--- src/rtl/hazard_unit_mdu_if.sv ---
// Hazard-unit bus: pipeline status from the datapath in, forwarding selects
// and pipeline enables/clears back out.
interface hazard_unit_mdu_if #(
    parameter int unsigned REG_W = 5,
    parameter int unsigned CNT_W = 16
);
    logic [REG_W-1:0] RsD;
    logic [REG_W-1:0] RtD;
    logic [REG_W-1:0] RsE;
    logic [REG_W-1:0] RtE;
    logic [REG_W-1:0] WriteRegE;
    logic [REG_W-1:0] WriteRegM;
    logic [REG_W-1:0] WriteRegW;
    logic             RegWriteE;
    logic             RegWriteM;
    logic             RegWriteW;
    logic             MemtoRegE;
    logic             MemtoRegM;
    logic             BranchD;
    logic             PCSrcD;
    logic             JumpD;
    logic             MduStartD;
    logic             MduStartE;
    logic             MfhiloD;
    logic             PerfClr;

    logic [1:0]       ForwardAE;
    logic [1:0]       ForwardBE;
    logic             ForwardAD;
    logic             ForwardBD;
    logic             StallF;
    logic             StallD;
    logic             FlushE;
    logic             FlushD;
    logic             MduBusy;
    logic [CNT_W-1:0] StallCount;

    modport master (
        output RsD, RtD, RsE, RtE, WriteRegE, WriteRegM, WriteRegW,
        output RegWriteE, RegWriteM, RegWriteW, MemtoRegE, MemtoRegM,
        output BranchD, PCSrcD, JumpD, MduStartD, MduStartE, MfhiloD, PerfClr,
        input  ForwardAE, ForwardBE, ForwardAD, ForwardBD,
        input  StallF, StallD, FlushE, FlushD, MduBusy, StallCount
    );

    modport slave (
        input  RsD, RtD, RsE, RtE, WriteRegE, WriteRegM, WriteRegW,
        input  RegWriteE, RegWriteM, RegWriteW, MemtoRegE, MemtoRegM,
        input  BranchD, PCSrcD, JumpD, MduStartD, MduStartE, MfhiloD, PerfClr,
        output ForwardAE, ForwardBE, ForwardAD, ForwardBD,
        output StallF, StallD, FlushE, FlushD, MduBusy, StallCount
    );
endinterface

--- src/rtl/hazard_unit_mdu.sv ---
// Hazard/forwarding controller for the 5-stage MIPS pipeline with MDU busy
// scoreboard, branch/jump decode flush and a saturating stall-cycle counter.
module hazard_unit_mdu #(
    parameter int unsigned REG_W   = 5,
    parameter int unsigned MDU_LAT = 4,
    parameter int unsigned CNT_W   = 16
) (
    input logic              clk,
    input logic              rst_n,
    hazard_unit_mdu_if.slave hz
);
    localparam int unsigned       MCNT_W    = $clog2(MDU_LAT + 1);
    localparam logic [MCNT_W-1:0] MCNT_LOAD = MCNT_W'(MDU_LAT);
    localparam logic [CNT_W-1:0]  CNT_MAX   = {CNT_W{1'b1}};

    // Register 0 is hardwired, so it never creates a dependency.
    function automatic logic regMatch(input logic [REG_W-1:0] src,
                                      input logic [REG_W-1:0] dst);
        return (src != '0) && (src == dst);
    endfunction

    logic [MCNT_W-1:0] mcnt;
    logic [CNT_W-1:0]  stallCnt;
    logic [1:0]        fwdA;
    logic [1:0]        fwdB;
    logic              fwdAD;
    logic              fwdBD;
    logic              mduBusy;
    logic              lwStall;
    logic              brStall;
    logic              mduStall;
    logic              stall;
    logic              flushD;

    assign mduBusy = (mcnt != '0);

    // Execute-stage operand forwarding, M beats W.
    always_comb begin
        fwdA = 2'b00;
        fwdB = 2'b00;
        if (hz.RegWriteM && regMatch(hz.RsE, hz.WriteRegM)) begin
            fwdA = 2'b10;
        end else if (hz.RegWriteW && regMatch(hz.RsE, hz.WriteRegW)) begin
            fwdA = 2'b01;
        end
        if (hz.RegWriteM && regMatch(hz.RtE, hz.WriteRegM)) begin
            fwdB = 2'b10;
        end else if (hz.RegWriteW && regMatch(hz.RtE, hz.WriteRegW)) begin
            fwdB = 2'b01;
        end
    end

    // Stall causes collapse into a single stall; the decode flush waits it out.
    always_comb begin
        fwdAD    = hz.RegWriteM && regMatch(hz.RsD, hz.WriteRegM);
        fwdBD    = hz.RegWriteM && regMatch(hz.RtD, hz.WriteRegM);
        lwStall  = hz.MemtoRegE &&
                   (regMatch(hz.RsD, hz.RtE) || regMatch(hz.RtD, hz.RtE));
        brStall  = hz.BranchD &&
                   ((hz.RegWriteE && (regMatch(hz.RsD, hz.WriteRegE) ||
                                      regMatch(hz.RtD, hz.WriteRegE))) ||
                    (hz.MemtoRegM && (regMatch(hz.RsD, hz.WriteRegM) ||
                                      regMatch(hz.RtD, hz.WriteRegM))));
        mduStall = (hz.MfhiloD || hz.MduStartD) && (mduBusy || hz.MduStartE);
        stall    = rst_n && (lwStall || brStall || mduStall);
        flushD   = rst_n && (hz.PCSrcD || hz.JumpD) && !stall;
    end

    // Cycles left until HI/LO is written; a new issue restarts the count.
    always_ff @(posedge clk or negedge rst_n) begin
        if (!rst_n) begin
            mcnt <= '0;
        end else if (hz.MduStartE) begin
            mcnt <= MCNT_LOAD;
        end else if (mcnt != '0) begin
            mcnt <= mcnt - MCNT_W'(1);
        end
    end

    always_ff @(posedge clk or negedge rst_n) begin
        if (!rst_n) begin
            stallCnt <= '0;
        end else if (hz.PerfClr) begin
            stallCnt <= '0;
        end else if (stall && (stallCnt != CNT_MAX)) begin
            stallCnt <= stallCnt + CNT_W'(1);
        end
    end

    assign hz.ForwardAE  = rst_n ? fwdA : 2'b00;
    assign hz.ForwardBE  = rst_n ? fwdB : 2'b00;
    assign hz.ForwardAD  = rst_n && fwdAD;
    assign hz.ForwardBD  = rst_n && fwdBD;
    assign hz.StallF     = stall;
    assign hz.StallD     = stall;
    assign hz.FlushE     = stall;
    assign hz.FlushD     = flushD;
    assign hz.MduBusy    = mduBusy;
    assign hz.StallCount = stallCnt;
endmodule

--- src/flat_wrapper.sv ---
// flat-port wrapper written by rule: the top's interface ports become plain ports
module hazard_unit_mdu_flat 
#(
    parameter int unsigned REG_W   = 5,
    parameter int unsigned MDU_LAT = 4,
    parameter int unsigned CNT_W   = 16
)
  (clk, rst_n, hz_RsD, hz_RtD, hz_RsE, hz_RtE, hz_WriteRegE, hz_WriteRegM, hz_WriteRegW, hz_RegWriteE, hz_RegWriteM, hz_RegWriteW, hz_MemtoRegE, hz_MemtoRegM, hz_BranchD, hz_PCSrcD, hz_JumpD, hz_MduStartD, hz_MduStartE, hz_MfhiloD, hz_PerfClr, hz_ForwardAE, hz_ForwardBE, hz_ForwardAD, hz_ForwardBD, hz_StallF, hz_StallD, hz_FlushE, hz_FlushD, hz_MduBusy, hz_StallCount);
  hazard_unit_mdu_if #(.REG_W(REG_W), .CNT_W(CNT_W)) hz_i ();
  input logic clk;
  input logic rst_n;
  input wire logic [$bits(hz_i.RsD)-1:0] hz_RsD;
  input wire logic [$bits(hz_i.RtD)-1:0] hz_RtD;
  input wire logic [$bits(hz_i.RsE)-1:0] hz_RsE;
  input wire logic [$bits(hz_i.RtE)-1:0] hz_RtE;
  input wire logic [$bits(hz_i.WriteRegE)-1:0] hz_WriteRegE;
  input wire logic [$bits(hz_i.WriteRegM)-1:0] hz_WriteRegM;
  input wire logic [$bits(hz_i.WriteRegW)-1:0] hz_WriteRegW;
  input wire logic [$bits(hz_i.RegWriteE)-1:0] hz_RegWriteE;
  input wire logic [$bits(hz_i.RegWriteM)-1:0] hz_RegWriteM;
  input wire logic [$bits(hz_i.RegWriteW)-1:0] hz_RegWriteW;
  input wire logic [$bits(hz_i.MemtoRegE)-1:0] hz_MemtoRegE;
  input wire logic [$bits(hz_i.MemtoRegM)-1:0] hz_MemtoRegM;
  input wire logic [$bits(hz_i.BranchD)-1:0] hz_BranchD;
  input wire logic [$bits(hz_i.PCSrcD)-1:0] hz_PCSrcD;
  input wire logic [$bits(hz_i.JumpD)-1:0] hz_JumpD;
  input wire logic [$bits(hz_i.MduStartD)-1:0] hz_MduStartD;
  input wire logic [$bits(hz_i.MduStartE)-1:0] hz_MduStartE;
  input wire logic [$bits(hz_i.MfhiloD)-1:0] hz_MfhiloD;
  input wire logic [$bits(hz_i.PerfClr)-1:0] hz_PerfClr;
  output wire logic [$bits(hz_i.ForwardAE)-1:0] hz_ForwardAE;
  output wire logic [$bits(hz_i.ForwardBE)-1:0] hz_ForwardBE;
  output wire logic [$bits(hz_i.ForwardAD)-1:0] hz_ForwardAD;
  output wire logic [$bits(hz_i.ForwardBD)-1:0] hz_ForwardBD;
  output wire logic [$bits(hz_i.StallF)-1:0] hz_StallF;
  output wire logic [$bits(hz_i.StallD)-1:0] hz_StallD;
  output wire logic [$bits(hz_i.FlushE)-1:0] hz_FlushE;
  output wire logic [$bits(hz_i.FlushD)-1:0] hz_FlushD;
  output wire logic [$bits(hz_i.MduBusy)-1:0] hz_MduBusy;
  output wire logic [$bits(hz_i.StallCount)-1:0] hz_StallCount;
  assign hz_i.RsD = hz_RsD;
  assign hz_i.RtD = hz_RtD;
  assign hz_i.RsE = hz_RsE;
  assign hz_i.RtE = hz_RtE;
  assign hz_i.WriteRegE = hz_WriteRegE;
  assign hz_i.WriteRegM = hz_WriteRegM;
  assign hz_i.WriteRegW = hz_WriteRegW;
  assign hz_i.RegWriteE = hz_RegWriteE;
  assign hz_i.RegWriteM = hz_RegWriteM;
  assign hz_i.RegWriteW = hz_RegWriteW;
  assign hz_i.MemtoRegE = hz_MemtoRegE;
  assign hz_i.MemtoRegM = hz_MemtoRegM;
  assign hz_i.BranchD = hz_BranchD;
  assign hz_i.PCSrcD = hz_PCSrcD;
  assign hz_i.JumpD = hz_JumpD;
  assign hz_i.MduStartD = hz_MduStartD;
  assign hz_i.MduStartE = hz_MduStartE;
  assign hz_i.MfhiloD = hz_MfhiloD;
  assign hz_i.PerfClr = hz_PerfClr;
  assign hz_ForwardAE = hz_i.ForwardAE;
  assign hz_ForwardBE = hz_i.ForwardBE;
  assign hz_ForwardAD = hz_i.ForwardAD;
  assign hz_ForwardBD = hz_i.ForwardBD;
  assign hz_StallF = hz_i.StallF;
  assign hz_StallD = hz_i.StallD;
  assign hz_FlushE = hz_i.FlushE;
  assign hz_FlushD = hz_i.FlushD;
  assign hz_MduBusy = hz_i.MduBusy;
  assign hz_StallCount = hz_i.StallCount;
  hazard_unit_mdu #(.REG_W(REG_W), .MDU_LAT(MDU_LAT), .CNT_W(CNT_W)) u_core (.clk(clk), .rst_n(rst_n), .hz(hz_i));
endmodule
--- config.mk ---
export PLATFORM = sky130hd
export DESIGN_NAME = hazard_unit_mdu_flat
export DESIGN_NICKNAME = d
export VERILOG_FILES = /design/src/rtl/hazard_unit_mdu_if.sv /design/src/rtl/hazard_unit_mdu.sv /design/src/flat_wrapper.sv
export SDC_FILE = /design/constraint.sdc
export NUM_CORES = 1
export LEC_CHECK = 0
export CAP_MARGIN = 20
export CORE_MARGIN = 10
export CORE_UTILIZATION = 40
export DETAILED_ROUTE_END_ITERATION = 6
export PLACE_DENSITY = 0.75
export SLEW_MARGIN = 10
export SYNTH_ARGS = -nofsm -noshare
export SYNTH_HDL_FRONTEND = slang
export SYNTH_SLANG_ARGS = --single-unit
--- constraint.sdc ---
create_clock -name clk -period 4 [get_ports clk]
set_input_delay 0.8 -clock clk [delete_from_list [all_inputs] [get_ports clk]]
set_output_delay 0.8 -clock clk [all_outputs]
set_load 0.1 [all_outputs]
==> results.yml <==
synthesis:
  synthAdderAreaFrac_pct: 2.01
  yosysTopAreaCellShare_pct: 25.4
  synth_compound_area_share_pct: 14.4
  async_flop_share_pct: 100
  synthSimpleGateAreaFrac_pct: 27.4
  synth_top_family_by_area: "simple AND/OR/NAND/NOR gates"
  synth_area_sq_mm: 0.00187
  synth_seq_cells: 19
  synthFlopType: "dfrtp_1"
  synth_edf_count: 0
  ys_top_cells_by_area: "dfrtp_1, xnor2_1, xor2_1"
  yosysTopAreaCell: "dfrtp_1"
  synthCells: 223
  synth_cell_types: 41
  yosysMostFrequentCell: "xnor2_1"
  syn_area_per_cell_sq_um: 8.38
  synth_common_cells: "xnor2_1, xor2_1, dfrtp_1"
  synth_xor_area_share_pct: 23.0
  ys_warn_count: 0
  synthMuxAreaShare_pct: 1.61
  synth_nets: 275
  synth_seq_area_share_pct: 25.4
power_and_ir_drop:
  combPwrFrac_pct: 50.0
  peakVddDrop_v: 0.000102
  swShare_pct: 40.5
  total_power_uw: 709
  p_leak_nw: 1.02
  powerDensity_mw_per_mm2: 248
  p_clk_share_pct: 18.8
  seqPwrFrac_pct: 31.1
  netSwitchingPower_uw: 287
  cell_internal_pwr_uw: 422
clock_network:
  numCtsBuffers: 3
  ctsResizeCount: 0
  clockRootBuffer: "clkbuf_8"
  cts_num_sinks: 19
  clock_path_buffers: 2
  clk_latency_ns: 0.25
  clkTransAtPathRegs_ns: 0.07
  post_cts_buffers: 0
  h-tree-depth: 1
  cts_tree: "done"
  hold_buffers: 0
global_routing:
  grt_max_degree: 31
  grt_usage_pct: 14.9
  antenna_found_initial: 0
  grt_pass1_wl_um: 9470
  gr-total-overflow: 0
  grt_pass1_vias: 1984
route:
  drtPass1Iterations: 4
  vias_per_cell: 5.62
  vias: 1944
  ant_nets: 0
  avgRoutedWirePerCell_um: 16.9
  routed_wl_um: 5860
  remaining_drc_errors: 0
  drt_iter0_markers: 92
timing:
  max_freq_mhz: 260
  hold_viol: 0
  rsz0062_at_grt: "no"
  tns_ns: 0
  slew_violations: 0
  worstMarginPinSlew_ns: 0.987
  hold-worst-slack_ns: 0.485
  finalSetupViolCount: 0
  fin_crit_ns: 3.85
  slew_headroom_pct: 34.0
  fin_skew_ns: 0.00173
  worst_slack_ns: 0.149
  fin_crit_sh_pct: 96.3
layout:
  antenna_cells: 0
  fin_util_pct: 64.2
  stdcell_count: 346
  layout-drive-gt1-share_pct: 10.9
  layout.nets: 347
  area_growth_pct: 52.6
  finalInstanceArea_sq_mm: 0.00285
worst_setup_path:
  critPathMaxStageDelay_ns: 0.54
  critPathRequiredTime_ns: 3.20
  startpoint_type: "primary input"
  critPathBufInv: 3
  crit_slowest_cell: "or4_1"
  cp-end-kind: "output pin"
  path_depth: 8
  cp.arrival_ns: 3.05
  crit_type: "primary input to output pin"
  rr_worst_depth: 9
  crit_path_max_fanout: 3
  cp_top_family: "buffers and inverters"
  path_cells: "clkdlybuf4s50_1 > or4_1 > nor2_2 > nor4_1 > o211a_1 > o31ai_4 > clkinvlp_4 > buf_12"
placed_design:
  dp.final_hpwl_um: 4840
  place_inst: 342
  dpl_worst_slack_ns: 0.143
  dpl_cell_area_sq_mm: 0.00281
  portBuffers: 75
  gp_congestion: 0.912
floorplanning:
  pin_count: 76
  die_y_um: 88.4
  core_sq_mm: 0.00444
  start_util_pct: 42.1
  die_area_sq_mm: 0.00781
  die_w_um: 88.4
  num_rows: 24
hold_path:
  min_path_type: "register to register"
  whs_path_depth: 1
job:
  cap_violations: 0
outcome:
  status: "complete, no violations"
registers in the layout, summed over array words and instances (netlist names):
name / cells
u_core.hz.StallCount: 16
u_core.mcnt: 3
worst paths after layout:
| path | from | end | slack, ns |
|---|---|---|---|
| hold reg to reg | u_core.mcnt[2] | u_core.mcnt[2] | 0.49 |
| setup reg to reg | u_core.mcnt[0] | u_core.hz.StallCount[5] | 1.44 |
| max in group asynchronous | rst_n | u_core.hz.StallCount[1] | 2.77 |
| setup / recovery | hz_RtD[0] | hz_StallD | 0.15 |
| min in group asynchronous | rst_n | u_core.mcnt[2] | 1.00 |
| hold / removal | u_core.mcnt[2] | u_core.mcnt[2] | 0.49 |
power groups by stage:
stage	sequential (mW)	clock (mW)	combinational, mW
global route	0.223	0.143	0.382
floorplan	0.237	0	0.217
global placement	0.223	0	0.349
detailed placement	0.224	0	0.356
finish	0.221	0.134	0.355
CTS	0.220	0.135	0.357
layer usage:
metal / up-vias / track usage, % / part of all wire [%]
met1: 941 / 16.1 / 40
met3: 2 / 3.77 / 6.4
met5: - / 0 / 0
met4: 0 / 3.23 / 0.39
li1: 956 / - / -
met2: 45 / 28.4 / 53
cell type report:
| cell class | instances | area (sq um) |
|---|---|---|
| fill | 364 | 1590 |
| inverter | 9 | 37.5 |
| multi-input combinational | 180 | 1330 |
| timing repair buffer | 82 | 903 |
| tap | 52 | 65.1 |
| sequential | 19 | 475 |
| clock buffer | 4 | 45.0 |
cells by family after synthesis:
group | after synthesis
simple gates | 88
xor+xnor | 49
compound gates | 38
buf+inv | 24
flops | 19
fa+ha+maj | 3
mux | 2
cell usage in the layout, fill, tap and decap left out, types with 4 or more instances in the layout:
cell,count
xnor2_1,28
nor2_1,10
nand3_1,12
and3_1,4
o31ai_1,11
or3_1,4
dfrtp_1,19
clkdlybuf4s50_1,65
nor3_1,6
xor2_1,21
nand4_1,5
inv_1,8
or4_1,12
nor4_1,6
and2_1,4
nand2_1,11
a21oi_1,13
buf_12,10
buf_4,7
(Power assumes the default switching activity.)
